==> src/rtl/onehot_mask_gen_pkg.sv <==
// rtl/onehot_mask_gen_pkg.sv - shared mode encodings, defaults, FSM states and clog2 helper
package onehot_mask_gen_pkg;

    localparam int DATA_WIDTH_DEF = 64;

    localparam logic [1:0] MODE_ONEHOT = 2'd0;
    localparam logic [1:0] MODE_THERMO = 2'd1;
    localparam logic [1:0] MODE_ACCUM  = 2'd2;
    localparam logic [1:0] MODE_RSVD   = 2'd3;

    typedef enum logic {
        ST_IDLE = 1'b0,
        ST_ACC  = 1'b1
    } state_t;

    // Ceiling log2, minimum 1 so a 2-bit mask still gets a 1-bit index.
    function automatic int clog2(input int value);
        int r;
        r = 0;
        while ((1 << r) < value) begin
            r = r + 1;
        end
        if (r == 0) begin
            r = 1;
        end
        return r;
    endfunction

endpackage

==> src/rtl/onehot_mask_decode.sv <==
// rtl/onehot_mask_decode.sv - combinational index-to-mask decode with range check
module onehot_mask_decode
    import onehot_mask_gen_pkg::*;
#(
    parameter int DATA_WIDTH = DATA_WIDTH_DEF,
    parameter int IDX_W      = clog2(DATA_WIDTH)
) (
    input  logic [IDX_W-1:0]      index,
    input  logic                  thermo,
    output logic [DATA_WIDTH-1:0] mask,
    output logic                  oor
);

    logic [31:0] idx_u;

    assign idx_u = 32'(index);

    // Out-of-range indices force an all-zero mask, including the thermometer case.
    always_comb begin
        oor = (idx_u >= 32'(DATA_WIDTH));
        for (int i = 0; i < DATA_WIDTH; i++) begin
            if (thermo) begin
                mask[i] = !oor && (32'(i) <= idx_u);
            end else begin
                mask[i] = !oor && (32'(i) == idx_u);
            end
        end
    end

endmodule

==> src/rtl/onehot_mask_gen.sv <==
// rtl/onehot_mask_gen.sv - one-hot / thermometer / accumulated mask generator with registered output
module onehot_mask_gen
    import onehot_mask_gen_pkg::*;
#(
    parameter int DATA_WIDTH = DATA_WIDTH_DEF,
    parameter int IDX_W      = clog2(DATA_WIDTH),
    parameter int CNT_W      = IDX_W + 1
) (
    input  logic                  clk,
    input  logic                  rst,
    input  logic                  s_valid,
    output logic                  s_ready,
    input  logic [IDX_W-1:0]      s_index,
    input  logic [1:0]            s_mode,
    input  logic                  s_last,
    output logic                  m_valid,
    input  logic                  m_ready,
    output logic [DATA_WIDTH-1:0] m_mask,
    output logic [CNT_W-1:0]      m_count,
    output logic                  m_err
);

    localparam logic [CNT_W-1:0] CNT_MAX = {CNT_W{1'b1}};
    localparam logic [CNT_W-1:0] CNT_ONE = CNT_W'(1);

    state_t                  state_q, state_d;
    logic [DATA_WIDTH-1:0]   acc_q, acc_d;
    logic [CNT_W-1:0]        acc_cnt_q, acc_cnt_d;
    logic                    acc_err_q, acc_err_d;
    logic                    m_valid_q, m_valid_d;
    logic [DATA_WIDTH-1:0]   m_mask_q, m_mask_d;
    logic [CNT_W-1:0]        m_count_q, m_count_d;
    logic                    m_err_q, m_err_d;

    logic                    accept;
    logic                    beat_accum;
    logic                    dec_thermo;
    logic [DATA_WIDTH-1:0]   dec_mask;
    logic                    dec_oor;
    logic [DATA_WIDTH-1:0]   sum_mask;
    logic [CNT_W-1:0]        sum_cnt;
    logic                    sum_err;

    assign s_ready    = !m_valid_q || m_ready;
    assign accept     = s_valid && s_ready;
    // Mode only matters in IDLE; inside a burst every beat is an ACCUM beat.
    assign beat_accum = (state_q == ST_ACC) || (s_mode == MODE_ACCUM);
    assign dec_thermo = (state_q == ST_IDLE) && (s_mode == MODE_THERMO);

    assign m_valid = m_valid_q;
    assign m_mask  = m_mask_q;
    assign m_count = m_count_q;
    assign m_err   = m_err_q;

    onehot_mask_decode #(
        .DATA_WIDTH (DATA_WIDTH),
        .IDX_W      (IDX_W)
    ) u_decode (
        .index  (s_index),
        .thermo (dec_thermo),
        .mask   (dec_mask),
        .oor    (dec_oor)
    );

    // Next-state: fold beats into the accumulator, or load a fresh output word.
    always_comb begin
        state_d   = state_q;
        acc_d     = acc_q;
        acc_cnt_d = acc_cnt_q;
        acc_err_d = acc_err_q;
        m_valid_d = m_valid_q && !m_ready;
        m_mask_d  = m_mask_q;
        m_count_d = m_count_q;
        m_err_d   = m_err_q;

        sum_mask = acc_q | dec_mask;
        sum_cnt  = (acc_cnt_q == CNT_MAX) ? acc_cnt_q : acc_cnt_q + CNT_ONE;
        sum_err  = acc_err_q | dec_oor;

        if (accept) begin
            if (beat_accum) begin
                if (s_last) begin
                    m_valid_d = 1'b1;
                    m_mask_d  = sum_mask;
                    m_count_d = sum_cnt;
                    m_err_d   = sum_err;
                    acc_d     = '0;
                    acc_cnt_d = '0;
                    acc_err_d = 1'b0;
                    state_d   = ST_IDLE;
                end else begin
                    acc_d     = sum_mask;
                    acc_cnt_d = sum_cnt;
                    acc_err_d = sum_err;
                    state_d   = ST_ACC;
                end
            end else if (s_mode == MODE_RSVD) begin
                m_valid_d = 1'b1;
                m_mask_d  = '0;
                m_count_d = CNT_ONE;
                m_err_d   = 1'b1;
            end else begin
                m_valid_d = 1'b1;
                m_mask_d  = dec_mask;
                m_count_d = CNT_ONE;
                m_err_d   = dec_oor;
            end
        end
    end

    // State and output registers; reset drops any partial burst and pending output.
    always_ff @(posedge clk) begin
        if (rst) begin
            state_q   <= ST_IDLE;
            acc_q     <= '0;
            acc_cnt_q <= '0;
            acc_err_q <= 1'b0;
            m_valid_q <= 1'b0;
            m_mask_q  <= '0;
            m_count_q <= '0;
            m_err_q   <= 1'b0;
        end else begin
            state_q   <= state_d;
            acc_q     <= acc_d;
            acc_cnt_q <= acc_cnt_d;
            acc_err_q <= acc_err_d;
            m_valid_q <= m_valid_d;
            m_mask_q  <= m_mask_d;
            m_count_q <= m_count_d;
            m_err_q   <= m_err_d;
        end
    end

endmodule

==> config.mk <==
export PLATFORM = sky130hd
export DESIGN_NAME = onehot_mask_gen
export DESIGN_NICKNAME = d
export VERILOG_FILES = /design/src/rtl/onehot_mask_gen_pkg.sv /design/src/rtl/onehot_mask_decode.sv /design/src/rtl/onehot_mask_gen.sv
export SDC_FILE = /design/constraint.sdc
export NUM_CORES = 1
export LEC_CHECK = 0
export BUFFER_PORTS_ARGS = -buffer_cell sky130_fd_sc_hd__buf_2
export CAP_MARGIN = 30
export CORE_MARGIN = 1.5
export CORE_UTILIZATION = 26
export CTS_CLUSTER_SIZE = 10
export DETAILED_ROUTE_END_ITERATION = 12
export GPL_ROUTABILITY_DRIVEN = 1
export PLACE_DENSITY = 0.54
export SYNTH_ARGS = -nofsm -noshare
export SYNTH_HDL_FRONTEND = slang
export SYNTH_SLANG_ARGS = --single-unit
==> constraint.sdc <==
create_clock -name clk -period 5 [get_ports clk]
set_input_delay 0 -clock clk [delete_from_list [all_inputs] [get_ports clk]]
set_output_delay 0 -clock clk [all_outputs]
set_load 0.005 [all_outputs]
==> impl_metrics.env <==
export IMPL_status="finished, final reports clean"
export IMPL_hp_class="in -> reg"
export IMPL_dp_cells=1093
export IMPL_fin_crit_sh_pct=46.6
export IMPL_path_cells="inv_2 > a21oi_1 > o21ai_2 > buf_4 > o221ai_1"
export IMPL_path_class="reg -> reg"
export IMPL_grt_pass1_vias=5615
export IMPL_critPathBufInv=2
export IMPL_critPathCaptureType="flop"
export IMPL_syn_nets=760
export IMPL_grt_use_total_pct=16.1
export IMPL_syn_cell_area_um2=6550
export IMPL_r2r_slack_ns=2.67
export IMPL_core_um2=24500
export IMPL_cts_sinks=145
export IMPL_yosysSeqAreaShare_pct=44.3
export IMPL_cts_post_setup_buffers_inserted=0
export IMPL_dr_pass1_iters=5
export IMPL_drc_errors=0
export IMPL_vias=5903
export IMPL_overflow=0
export IMPL_nets=804
export IMPL_ys_warn_count=0
export IMPL_path_clk_slew_ns=0.07
export IMPL_cts_tree="done"
export IMPL_syn_to_final_growth_pct=20.1
export IMPL_cts_htree_levels=4
export IMPL_worstRegToRegCells=5
export IMPL_r2r_start="state_q"
export IMPL_crit_start="state_q"
export IMPL_drv_cap=0
export IMPL_clock_fmax_mhz=429
export IMPL_insertion_delay_ns=0.43
export IMPL_synth_edf_count=0
export IMPL_cts_made_buffers=17
export IMPL_setup_viol=0
export IMPL_crit_arrival_ns=2.65
export IMPL_synth_top_area_share_pct=44.3
export IMPL_root_buffer="clkbuf_16"
export IMPL_final_antenna_net_count=0
export IMPL_endpoint="m_mask[10]"
export IMPL_max_stage_delay_ns=0.78
export IMPL_cp_top_family="compound AO/OA/AOI/OAI gates"
export IMPL_rows=57
export IMPL_hold_viol_final=0
export IMPL_rsz0062_at_grt="false"
export IMPL_avgRoutedWirePerCell_um=18.5
export IMPL_synth_cell_types=77
export IMPL_worst_pin_slew_ns=0.984
export IMPL_drtIter0Drc=552
export IMPL_grt_max_degree=58
export IMPL_antenna_found_initial=1
export IMPL_die_w_um=162
export IMPL_layout_commonest_cell="dfxtp_1"
export IMPL_place_congestion=0.825
export IMPL_start_util_pct=26.7
export IMPL_crit_required_ns=5.32
export IMPL_stdcell_count=1127
export IMPL_viasPerCell=5.24
export IMPL_portBuffers=86
export IMPL_grt_pass1_wl_um=32800
export IMPL_p_leak_nw=2.95
export IMPL_synthArstFlopShare_pct=0
export IMPL_critPathLaunchType="flop"
export IMPL_io_pins=87
export IMPL_postSynthAreaPerCell_um2=8.78
export IMPL_cts_path_max_buffers=2
export IMPL_r2r_end="m_mask[10]"
export IMPL_irDropWorstVdd_uv=222
export IMPL_worstHoldStart="s_last"
export IMPL_slowest_stage="a21oi_1"
export IMPL_synth_main_ff_cell="dfxtp_1"
export IMPL_slew_headroom_pct=34.4
export IMPL_routed_wl_um=20800
export IMPL_dieArea_um2=26200
export IMPL_crit_cells=5
export IMPL_yosysTopAreaCell="dfxtp_1"
export IMPL_synth_area_leaders="dfxtp_1 (44%), a21oi_1 (4.4%), a221o_1 (3.8%)"
export IMPL_synth_seq_cells=145
export IMPL_powerDensity_nw_per_um2=367
export IMPL_drive_above_1_share_pct=18.6
export IMPL_tns_ns=0
export IMPL_fin_crit_ns=2.33
export IMPL_total_power_mw=2.89
export IMPL_die_y_um=162
export IMPL_hpwlAfterDp_um=14000
export IMPL_mostFrequentLayoutCells="dfxtp_1 (145), buf_2 (86), a21oi_1 (57)"
export IMPL_drv_slew=0
export IMPL_fin_skew_ns=0.0110
export IMPL_synthCells=746
export IMPL_cp_max_fo=25
-- final cells by class --
class / count / area, µm²
fill: 2642 / 16700
multi-input combinational: 493 / 3210
sequential: 145 / 2900
timing repair buffer: 97 / 558
clock buffer: 19 / 443
tap: 324 / 405
clock inverter: 12 / 208
inverter: 36 / 135
antenna: 1 / 2.50
-- cell usage after synthesis, drive strengths merged (3+ instances only) --
library cell	n
o2bb2ai	22
clkbuf	36
a22o	11
and3	7
a22oi	4
a32o	5
o21ai	35
nand3	12
inv	36
dfxtp	145
nor3	11
o22ai	8
nor2	51
o32ai	6
a221o	25
or3	10
nand4	7
nand4bb	3
nor2b	4
o21a	4
mux2i	8
o221ai	24
a21oi	58
a211oi	8
nand2	54
buf	36
o211ai	6
nor4	7
or4	4
or2	7
nand2b	8
and2	25
a31oi	20
-- per-layer routing --
layer | routed length (µm) | share of wire (%) | vias to the layer above | GRT usage (%)
li1 | - | - | 2880 | -
met1 | 9770 | 47 | 2803 | 22.2
met2 | 9470 | 45 | 192 | 24.6
met3 | 1220 | 5.8 | 28 | 3.86
met4 | 382 | 1.8 | 0 | 5.13
met5 | 0 | 0 | - | 0
-- flip-flops by register name, indices dropped and copies added, names as in the netlist --
name	count
acc_q	64
m_err	1
acc_cnt_q	7
m_mask	64
state_q	1
m_valid	1
m_count	7
-- tightest hold or removal path: cells and delay by family --
kind	cells	cell delay (ns)
buf+inv	1	0.25
compound gates	2	0.21
-- power by group --
| group | internal, mW | switching, mW | leakage (nW) |
|---|---|---|---|
| clock network | 0.899 | 0.514 | 0.306 |
| logic | 0.0820 | 0.195 | 1.47 |
| registers | 1.18 | 0.0150 | 1.17 |
| total | 2.16 | 0.724 | 2.95 |
-- cell families after synthesis --
logic type / Yosys count / synth area share, %
buffers and inverters: 108 / 7.30
XOR/XNOR: 1 / 0.134
multiplexers: 9 / 1.39
adder cells (fa/ha/maj): 1 / 0.191
AO/OA/AOI/OAI: 260 / 28.9
flip-flops: 145 / 44.3
AND/OR/NAND/NOR: 222 / 17.8
-- repair_timing --
item	in CTS	in global routing
resized for setup	0	0
hold endpoints to repair	1	0
hold buffers	2	0
-- worst min path at each step --
stage                              end  depth (start not counted)
after floorplan                  m_err                          2
after global placement       m_mask[3]                          1
after detailed placement    m_mask[47]                          1
after CTS                 acc_cnt_q[2]                          3
after global routing      acc_cnt_q[2]                          3
final                     acc_cnt_q[2]                          3
-- metrics by stage --
stage                     instance area, µm²  hold slack, ns  util (%)  worst slack, ns
after floorplan                         6550           0.176         -             3.35
after global placement                  7130           0.401      29.1             2.68
after detailed placement                7190           0.403      29.3             2.64
after CTS                               7860          0.0820      32.1             2.62
after global routing                    7860           0.101      32.1             2.43
final                                   7870          0.0919      32.1             2.67
No activity file was read; power rests on OpenSTA's default activity.
